===== src/rtl/square_arbiter_pkg.sv =====
// Shared constants and result-stage state encoding for square_arbiter.
package square_arbiter_pkg;
    localparam int SQ_OPERAND_W = 4;
    localparam int SQ_RESULT_W  = 8;

    typedef enum logic {
        EMPTY = 1'b0,
        FULL  = 1'b1
    } sq_state_t;
endpackage


===== src/rtl/square_arbiter_square.sv =====
// Combinational exact squarer: 4-bit operand in, full 8-bit square out.
module square
    import square_arbiter_pkg::*;
(
    input  logic [SQ_OPERAND_W-1:0] a,
    output logic [SQ_RESULT_W-1:0]  y
);
    logic [SQ_RESULT_W-1:0] a_ext;

    assign a_ext = SQ_RESULT_W'(a);
    assign y     = a_ext * a_ext;
endmodule


===== src/rtl/square_arbiter.sv =====
// Round-robin arbiter sharing one squarer among NREQ requesters, one-entry output stage.
// Build option SQ_ARB_FIXED_PRIO_EN: fixed priority, lowest index wins, no pointer.
module square_arbiter
    import square_arbiter_pkg::*;
#(
    parameter int NREQ = 4,
    parameter int ID_W = 2
) (
    input  logic                         clk,
    input  logic                         rst,
    input  logic [NREQ-1:0]              req_valid,
    input  logic [SQ_OPERAND_W*NREQ-1:0] req_data,
    output logic [NREQ-1:0]              req_ready,
    output logic                         rsp_valid,
    output logic [SQ_RESULT_W-1:0]       rsp_data,
    output logic [ID_W-1:0]              rsp_id,
    input  logic                         rsp_ready
);
    sq_state_t               state_reg;
    logic                    can_accept;
    logic                    found;
    logic                    transfer;
    logic [ID_W-1:0]         winner;
    logic [SQ_OPERAND_W-1:0] sel_op;
    logic [SQ_RESULT_W-1:0]  square_y;
    logic [SQ_OPERAND_W-1:0] operands [NREQ];
    int                      scan_start;
    int                      scan_idx;

    genvar gi;
    generate
        for (gi = 0; gi < NREQ; gi++) begin : g_req
            assign operands[gi]  = req_data[SQ_OPERAND_W*gi +: SQ_OPERAND_W];
            assign req_ready[gi] = transfer && (winner == ID_W'(gi));
        end
    endgenerate

`ifdef SQ_ARB_FIXED_PRIO_EN
    assign scan_start = 0;
`else
    logic [ID_W-1:0] ptr_reg;
    logic [ID_W-1:0] ptr_next;

    assign scan_start = int'(ptr_reg);
    assign ptr_next   = (winner == ID_W'(NREQ - 1)) ? '0 : winner + 1'b1;

    always_ff @(posedge clk) begin
        if (rst) begin
            ptr_reg <= '0;
        end else if (transfer) begin
            ptr_reg <= ptr_next;
        end
    end
`endif

    // Scan from the start index, wrapping modulo NREQ; first valid requester wins.
    always_comb begin
        found    = 1'b0;
        winner   = '0;
        scan_idx = 0;
        for (int k = 0; k < NREQ; k++) begin
            scan_idx = scan_start + k;
            if (scan_idx >= NREQ) begin
                scan_idx = scan_idx - NREQ;
            end
            if (!found && req_valid[scan_idx]) begin
                found  = 1'b1;
                winner = ID_W'(scan_idx);
            end
        end
    end

    assign rsp_valid  = (state_reg == FULL);
    assign can_accept = !rsp_valid || rsp_ready;
    assign transfer   = can_accept && found;
    assign sel_op     = operands[winner];

    square u_square (
        .a (sel_op),
        .y (square_y)
    );

    always_ff @(posedge clk) begin
        if (rst) begin
            state_reg <= EMPTY;
            rsp_data  <= '0;
            rsp_id    <= '0;
        end else begin
            case (state_reg)
                EMPTY: if (transfer) state_reg <= FULL;
                FULL:  if (rsp_ready && !transfer) state_reg <= EMPTY;
                default: state_reg <= EMPTY;
            endcase
            if (transfer) begin
                rsp_data <= square_y;
                rsp_id   <= winner;
            end
        end
    end
endmodule


===== config.mk =====
export PLATFORM = sky130hd
export DESIGN_NAME = square_arbiter
export DESIGN_NICKNAME = d
export VERILOG_FILES = /design/src/rtl/square_arbiter_pkg.sv /design/src/rtl/square_arbiter_square.sv /design/src/rtl/square_arbiter.sv
export SDC_FILE = /design/constraint.sdc
export NUM_CORES = 1
export LEC_CHECK = 0
export CORE_ASPECT_RATIO = 0.6
export CORE_MARGIN = 5
export CORE_UTILIZATION = 35
export CTS_BUF_LIST = sky130_fd_sc_hd__clkbuf_2 sky130_fd_sc_hd__clkbuf_4 sky130_fd_sc_hd__clkbuf_8
export CTS_CLUSTER_DIAMETER = 200
export CTS_CLUSTER_SIZE = 30
export DETAILED_ROUTE_END_ITERATION = 6
export PLACE_DENSITY = 0.63
export SYNTH_ARGS = -nofsm -noshare
export SYNTH_HDL_FRONTEND = slang
export SYNTH_HIERARCHICAL = 1
export SYNTH_SLANG_ARGS = --single-unit

===== constraint.sdc =====
create_clock -name clk -period 6.8 [get_ports clk]
set_input_delay 1.36 -clock clk [delete_from_list [all_inputs] [get_ports clk]]
set_output_delay 1.36 -clock clk [all_outputs]
set_load 0.01 [all_outputs]

After elaboration in Yosys (flattened, before gate mapping). Index checks and enable logic that the tools add are counted.

Bitwise gates (word level): 2. Order comparisons: 9. Mux-type cells: 31. Reductions and logical operators: 16. $add $sub $neg: 8. Equal/unequal tests: 3. Multiply operators: 1.

Operators by type and width (count): 32-bit by 4-bit < comparator with 1-bit output, second input constant (4); 32-bit 2-to-1 mux (4); 1-bit 2-to-1 mux (14); 3-bit >= comparator, second input constant (4); 3-bit by 3-bit subtractor with 4-bit output, second input constant (3); 2-bit 2-to-1 mux (5); 1-bit logical AND (9); 1-bit binary-select mux with 2-bit select (4); 4-bit binary-select mux with 2-bit select (1); 4-bit by 4-bit multiplier with 8-bit output (1); 4-bit 2-to-1 mux (2); 2-bit by 2-bit adder with 3-bit output, second input constant (2); 1-bit zero test (5); 2-bit == test, second input constant (2); 2-bit by 3-bit subtractor with 4-bit output, second input constant (1); 2-bit by 1-bit adder with 3-bit output, second input constant (1); 2-bit by 3-bit >= comparator with 1-bit output, second input constant (1); 2-bit inverter with 3-bit output (1); 2-bit by 1-bit adder with 2-bit output, second input constant (1); 2-bit by 1-bit == test with 1-bit output, second input constant (1); 2-bit zero test (1); 1-bit one-hot mux with 2 select lines (1); 1-bit logical OR (1); 1-bit inverter (1).

Register bits after elaboration: 13. Output and inout port bits: 15. Input bits: 23.

Depth between registers and ports, before layout. Gate-level depths: netlist of run 1.

Depth after elaboration: 20. Depth in mapped cells: 14. Depth with buffers taken out: 13.

Hierarchy. Netlist of run 1, hierarchy kept.

By module, submodules not included: square_arbiter (times used 1, cells each 91, area an instance 774.5 µm²); square (times used 1, cells each 26, area an instance 205.2 µm²).

Worst setup path before layout of run 1. No wires, ideal clock.

Kind: input-to-reg. Start: input req_valid[2]. End: register rsp_data[6]. Data arrival time: 3.749 ns. Stages: 13. Setup slack: 2.981 ns. Required time: 6.730 ns. Path through: nor2b_1 > a21oi_1 > a21oi_2 > nor2_2 > mux2i_1 > and2b_1 > and2_1 > fa_1 > a21o_1 > a21oi_1 > xnor2_1 > nand2_1 > a21oi_1.

Word-level cells in the longest chain between the ends: 18. Elaborated cells between the ends (all ways): 32. Those cells by class: mul (1); mux (23); bitwise (1); reduce/logical (7).

RTL lines: from (decl) (line square_arbiter.sv:11) `input logic [NREQ-1:0] req_valid,`; 1-bit binary-select mux with 2-bit select (line square_arbiter.sv:66) `if (!found && req_valid[scan_idx]) begin`; 1-bit 2-to-1 mux (not written as such) (2 in series) (line square_arbiter.sv:66); 1-bit 2-to-1 mux (line square_arbiter.sv:66); 1-bit zero test (line square_arbiter.sv:66); 1-bit logical AND (line square_arbiter.sv:66); 1-bit 2-to-1 mux (line square_arbiter.sv:66); 1-bit zero test (line square_arbiter.sv:66); 1-bit logical AND (line square_arbiter.sv:66); (+2 left out); 1-bit logical AND (line square_arbiter.sv:66); 2-bit 2-to-1 mux * (line square_arbiter.sv:66); 2-bit inverter with 3-bit output (not written as such) * (line square_arbiter.sv:76) `assign sel_op = operands[winner];`; 4-bit binary-select mux with 2-bit select * (line square_arbiter.sv:76); 4-bit 2-to-1 mux (not written as such) * (2 in series) (line square_arbiter.sv:76); net sel_op[1] (line square_arbiter.sv:24) `logic [SQ_OPERAND_W-1:0] sel_op;`; 4-bit by 4-bit multiplier with 8-bit output * (line square_arbiter_square.sv:11) `assign y = a_ext * a_ext;`; net square_y[6] (line square_arbiter.sv:25) `logic [SQ_RESULT_W-1:0] square_y;`; to (signal assigned) (line square_arbiter.sv:95) `rsp_data <= square_y;`; to (decl) (line square_arbiter.sv:15) `output logic [SQ_RESULT_W-1:0] rsp_data,`.

The timed path passes the listed nets; every way through them passes the cells marked *. The select of a mux whose other input is x is not followed. A chain may end at the register's enable or synchronous reset.

Worst setup path after layout of run 1.
Start: input req_valid[1]. End: output req_ready[2].

Word-level cells in the longest chain between the ends: 15. Elaborated cells between the ends (all ways): 29. Those cells by class: eq/ne (1); mux (20); reduce/logical (8).

RTL lines: 1-bit binary-select mux with 2-bit select (line square_arbiter.sv:66); 1-bit 2-to-1 mux (not written as such) (2 in series) (line square_arbiter.sv:66); 1-bit 2-to-1 mux (line square_arbiter.sv:66); 1-bit zero test (line square_arbiter.sv:66); 1-bit logical AND (line square_arbiter.sv:66); 1-bit 2-to-1 mux (line square_arbiter.sv:66); 1-bit zero test (line square_arbiter.sv:66); 1-bit logical AND (line square_arbiter.sv:66); 1-bit 2-to-1 mux (line square_arbiter.sv:66); 1-bit zero test (line square_arbiter.sv:66); 1-bit logical AND (line square_arbiter.sv:66); 2-bit 2-to-1 mux / 1-bit 2-to-1 mux (equally long branches) (line square_arbiter.sv:66); 2-bit == test / 1-bit logical AND (equally long branches) (line square_arbiter.sv:34, square_arbiter.sv:75); 1-bit logical AND * (line square_arbiter.sv:34) `assign req_ready[gi] = transfer && (winner == ID_W'(gi));`; to (decl) (line square_arbiter.sv:13) `output logic [NREQ-1:0] req_ready,`.

Mark *: on every way between the ends. The rest lies on a longest branch, timed or not. The select of a mux whose other input is x is not followed.

==> results of run 1 <==
[power by group]
group	leakage, nW	switching [mW]	total, mW	internal [mW]
Combinational	0.441	0.0745	0.158	0.0837
Clock	0.0262	0.0273	0.0727	0.0453
Sequential	0.107	0.00942	0.0987	0.0893
Total	0.574	0.111	0.330	0.218
[area by class of cell]
class	instances	area share, %
timing repair buffer	37	26.7
tap	32	2.88
inverter	4	1.08
multi-input combinational	94	47.1
clock buffer	4	3.51
sequential	13	18.7
[metal layers]
layer	up-vias	track usage [%]	wire length, um
met1	413	15.4	1200
met4	0	2.62	0
met3	0	4.56	126
met5	-	0	0
li1	462	-	-
met2	21	19.0	1030
[cell families after synthesis]
logic type / after synthesis / synth area share, %
compound gates: 26 / 18.3
xor+xnor: 3 / 2.68
fa+ha+maj: 5 / 7.15
buf+inv: 10 / 6.64
flops: 13 / 26.6
mux: 12 / 12.3
other cells: 1 / 0.383
simple gates: 47 / 26.1
[worst max path at each step]
stage | end | slack, ns | startpoint | cells past startpoint
2_1_floorplan | rsp_data[6] | 2.98 | req_valid[2] | 13
3_3_place_gp | req_ready[2] | 2.02 | req_valid[1] | 9
3_5_place_dp | req_ready[2] | 1.98 | req_valid[1] | 7
4_1_cts | req_ready[2] | 1.98 | req_valid[1] | 7
5_1_grt | req_ready[2] | 1.88 | req_valid[1] | 7
6_report | req_ready[2] | 1.98 | req_valid[1] | 7
[metrics by stage]
step	instances	cell area (sq um)	hold WS, ns	setup WS [ns]
CTS	184	1390	0.454	1.98
floorplan	117	980	0.474	2.98
finish	184	1390	0.453	1.98
detailed placement	180	1340	0.446	1.98
global placement	180	1340	0.446	2.02
global route	184	1390	0.467	1.88
[cell usage in the layout, fill, tap and decap left out, types with 2 or more instances in the layout]
| cell | count |
|---|---|
| a21oi_1 | 14 |
| a21oi_2 | 3 |
| and2_1 | 6 |
| clkbuf_8 | 3 |
| clkdlybuf4s50_1 | 37 |
| dfxtp_1 | 13 |
| ha_1 | 4 |
| inv_1 | 4 |
| mux2i_1 | 12 |
| nand2_1 | 23 |
| nor2_1 | 5 |
| nor2b_1 | 3 |
| nor2b_4 | 2 |
| o21ai_0 | 3 |
| xnor2_1 | 2 |
[critical path, stage by stage]
cell             delay [ns]
clkdlybuf4s50_1        0.55
nor2b_4                0.19
nand2_2                0.07
a2bb2oi_4              0.40
ha_1                   0.22
and2_1                 0.13
clkdlybuf4s50_1        0.53
==> impl_metrics.env, run 1 <==
export IMPL_final_util_pct=53.6
export IMPL_clock_sinks=13
export IMPL_grt_util_all_layers_pct=11.9
export IMPL_grt_ovfl_total=0
export IMPL_io_pins=38
export IMPL_multi_input_area_sq_um=654
export IMPL_finalWirelength_mm=2.35
export IMPL_r2r_cells=13
export IMPL_ant_nets=0
export IMPL_drt_first_pass_iters=4
export IMPL_synth_most_common_cell="nand2_1"
export IMPL_yosys_warnings=6
export IMPL_drt_iter0_drc=43
export IMPL_async_flop_share_pct=0
export IMPL_ys_seq_area_share_pct=26.6
export IMPL_end_kind="output port"
export IMPL_worstPathMaxFanout=13
export IMPL_coreArea_sq_um=2590
export IMPL_startpoint_type="input pin"
export IMPL_nets=181
export IMPL_rows=14
export IMPL_max_slew_margin_pct=64.6
export IMPL_die_w_um=78.3
export IMPL_worstPathRequired_ns=5.44
export IMPL_yosys_top_cells_count="nand2_1, a21oi_1, dfxtp_1, mux2i_1, and2_1"
export IMPL_synth_area_per_cell_sq_um=8.37
export IMPL_antenna_found_initial=0
export IMPL_post_synth_top_area_cell="dfxtp_1"
export IMPL_path_class="in -> out"
export IMPL_worstMarginPinSlew_ns=0.531
export IMPL_clock_root_buffer="clkbuf_8"
export IMPL_largest_register_ffs=8
export IMPL_yosysTopAreaCellShare_pct=26.6
export IMPL_holdCritPathClass="reg -> reg"
export IMPL_final_period_utilization_pct=71.0
export IMPL_p_total_mw=0.330
export IMPL_max_cap_violations=0
export IMPL_synth_nets=145
export IMPL_regToRegSetupSlack_ns=3.57
export IMPL_via_per_inst=4.87
export IMPL_post_cts_setup_buffers=0
export IMPL_syn_area_sq_um=980
export IMPL_hold_path_depth=2
export IMPL_cts_htree_levels=1
export IMPL_fin_tns_setup_ns=0
export IMPL_synth_cells=117
export IMPL_power_leakage_nw=0.574
export IMPL_dp_hpwl_mm=1.94
export IMPL_hold_path_end="rsp_id[1]"
export IMPL_synthFlopType="dfxtp_1"
export IMPL_clock_latency_ns=0.24
export IMPL_grt_pass1_wl_mm=3.83
export IMPL_yosys_cell_types_count=35
export IMPL_fill_cells=251
export IMPL_synth_edf_count=0
export IMPL_cts_buffers_inserted=3
export IMPL_grt_setup_unrepaired="false"
export IMPL_grt_pass1_vias=890
export IMPL_diodes=0
export IMPL_status="finished, final reports clean"
export IMPL_r2r_end="rsp_data[6]"
export IMPL_peakVddDrop_mv=0.115
export IMPL_cts_tree="yes"
export IMPL_drive_gt1_share_pct=11.2
export IMPL_clockBufferDepth=2
export IMPL_clk_pin_slew_ns=0.06
export IMPL_fmax_ghz=0.207
export IMPL_drv_slew=0
export IMPL_place_gp_congestion=0.678
export IMPL_reg2reg_from="ptr_reg[0]"
export IMPL_period_minus_slack_ns=4.82
export IMPL_cts_hold_buf=0
export IMPL_min_delay_start="rsp_id[1]"
export IMPL_critPathArrivalTime_ns=3.46
export IMPL_synth_area_leaders="dfxtp_1, mux2i_1, nand2_1"
export IMPL_fin_skew_ns=0.00180
export IMPL_synth_seq_cells=13
export IMPL_ctsResizeCount=0
export IMPL_grt_max_degree=14
export IMPL_drc=0
export IMPL_p_per_area_nw_per_um2=237
export IMPL_syn2layout_area_growth_pct=41.8
export IMPL_initial_core_util_pct=37.8
export IMPL_port_buffers=37
export IMPL_setup_viol=0
export IMPL_hold_viol=0
export IMPL_seqCellArea_sq_um=260
export IMPL_vias=896
export IMPL_post_drt_wl_per_cell_um=12.8
export IMPL_die_h_um=51.0
export IMPL_dieArea_sq_um=3990
Power figures use the tool's default switching activity.
==> inputs of run 2 (changes only) <==
- PLACE_DENSITY: 0.63 -> 0.66
- clock period: 6.8 -> 4.15 ns (I/O delays scaled with it)
==> impl_metrics.env, run 2 (synthesized netlist as in run 1, its figures left out) <==
export IMPL_status="finished, final reports clean"
export IMPL_grt_setup_unrepaired="false"
export IMPL_die_w_um=78.3
export IMPL_drc=0
export IMPL_drive_gt1_share_pct=12.9
export IMPL_rows=14
export IMPL_io_pins=38
export IMPL_placed_area_sq_um=1360
export IMPL_hold_viol=0
export IMPL_die_h_um=51.0
export IMPL_clock_root_buffer="clkbuf_8"
export IMPL_fill_cells=244
export IMPL_p_per_area_nw_per_um2=388
export IMPL_post_drt_wl_per_cell_um=12.8
export IMPL_fmax_ghz=0.262
export IMPL_final_util_pct=54.4
export IMPL_initial_core_util_pct=37.8
export IMPL_r2r_cells=13
export IMPL_post_cts_setup_buffers=0
export IMPL_max_slew_margin_pct=63.3
export IMPL_path_class="in -> out"
export IMPL_clk_pin_slew_ns=0.05
export IMPL_antenna_found_initial=0
export IMPL_final_area_sq_um=1410
export IMPL_drt_first_pass_iters=4
export IMPL_grt_util_all_layers_pct=13.2
export IMPL_whs_ns=0.453
export IMPL_multi_input_area_sq_um=654
export IMPL_top_layer="met4"
export IMPL_fin_skew_ns=0.00253
export IMPL_worstPathMaxFanout=4
export IMPL_worstPathRequired_ns=3.32
export IMPL_port_buffers=37
export IMPL_period_minus_slack_ns=3.82
export IMPL_p_total_mw=0.548
export IMPL_end_kind="output port"
export IMPL_cts_hold_buf=0
export IMPL_final_cell_mix="clkdlybuf4s50_1, nand2_1, a21oi_1"
export IMPL_fin_tns_setup_ns=0
export IMPL_drv_slew=0
export IMPL_grt_pass1_vias=941
export IMPL_place_gp_congestion=0.723
export IMPL_grt_ovfl_total=0
export IMPL_grt_pass1_wl_mm=4.24
export IMPL_holdCritPathClass="reg -> reg"
export IMPL_r2r_end="rsp_data[6]"
export IMPL_clock_sinks=13
export IMPL_wl_met2_mm=1.12
export IMPL_nets=184
export IMPL_power_leakage_nw=0.589
export IMPL_wl_met1_mm=1.11
export IMPL_vias=913
export IMPL_ctsResizeCount=0
export IMPL_cts_tree="yes"
export IMPL_coreArea_sq_um=2590
export IMPL_finalWirelength_mm=2.39
export IMPL_ant_nets=0
export IMPL_regToRegSetupSlack_ns=1.23
export IMPL_cts_htree_levels=1
export IMPL_syn2layout_area_growth_pct=44.1
export IMPL_peakVddDrop_mv=0.181
export IMPL_dp_hpwl_mm=2.00
export IMPL_grt_max_degree=14
export IMPL_clockBufferDepth=2
export IMPL_reg2reg_from="ptr_reg[0]"
export IMPL_startpoint_type="input pin"
export IMPL_layout_commonest_cell="clkdlybuf4s50_1"
export IMPL_via_per_inst=4.88
export IMPL_final_period_utilization_pct=92.0
export IMPL_cts_buffers_inserted=3
export IMPL_largest_register_ffs=8
export IMPL_seqCellArea_sq_um=260
export IMPL_drt_iter0_drc=24
export IMPL_min_delay_start="rsp_id[0]"
export IMPL_diodes=0
export IMPL_max_cap_violations=0
export IMPL_hold_path_depth=2
export IMPL_dieArea_sq_um=3990
export IMPL_worstMarginPinSlew_ns=0.550
export IMPL_setup_viol=0
export IMPL_hold_path_end="rsp_id[0]"
export IMPL_clock_latency_ns=0.24
export IMPL_wl_met3_um=153
export IMPL_critPathArrivalTime_ns=2.99
run 2: cell count changes in the layout (fill, tap and decap cells not counted):
cell   change
buf_4      +3
run 2: critical path, stage by stage:
cell,delay [ns]
clkdlybuf4s50_1,0.64
nor2b_4,0.08
nor3_2,0.13
a21oi_2,0.07
nor2_2,0.22
buf_4,0.18
inv_1,0.04
ha_1,0.17
and2_1,0.13
clkdlybuf4s50_1,0.48
run 2: cell type report:
cell class,count,area share [%]
inverter,4,1.06
clock buffer,4,3.46
timing repair buffer,40,27.8
tap,32,2.84
sequential,13,18.4
multi-input combinational,94,46.4
run 2: how the worst max path moves through the flow:
| stage | startpoint | to | cells after the start |
|---|---|---|---|
| 5_1_grt | req_valid[1] | rsp_data[6] | 14 |
| 3_5_place_dp | req_valid[1] | rsp_data[6] | 14 |
| 3_3_place_gp | req_valid[1] | rsp_data[6] | 14 |
| 6_report | req_valid[1] | req_ready[2] | 10 |
| 4_1_cts | req_valid[1] | req_ready[2] | 10 |
| 2_1_floorplan | req_valid[2] | rsp_data[6] | 13 |
run 2: per-layer routing:
layer	up-vias	GRT usage (%)
met5	-	0
met4	0	2.62
met3	2	4.39
met2	18	22.2
met1	427	16.8
li1	466	-
run 2: power by group:
part | switching, mW | internal (mW) | total [mW]
clock | 0.0427 | 0.0742 | 0.117
sequential | 0.0151 | 0.146 | 0.161
combinational | 0.125 | 0.144 | 0.269
run 2: metrics by stage:
stage | instances | setup slack [ns]
floorplan | 117 | 0.861
global placement | 183 | 0.331
detailed placement | 183 | 0.227
CTS | 187 | 0.318
global route | 187 | 0.206
finish | 187 | 0.332
==> inputs of run 3 (changes only) <==
- TNS_END_PERCENT: not set -> 5
==> results of run 3 <==
No change in the layout: final DEF, timing and power equal those of run 2.
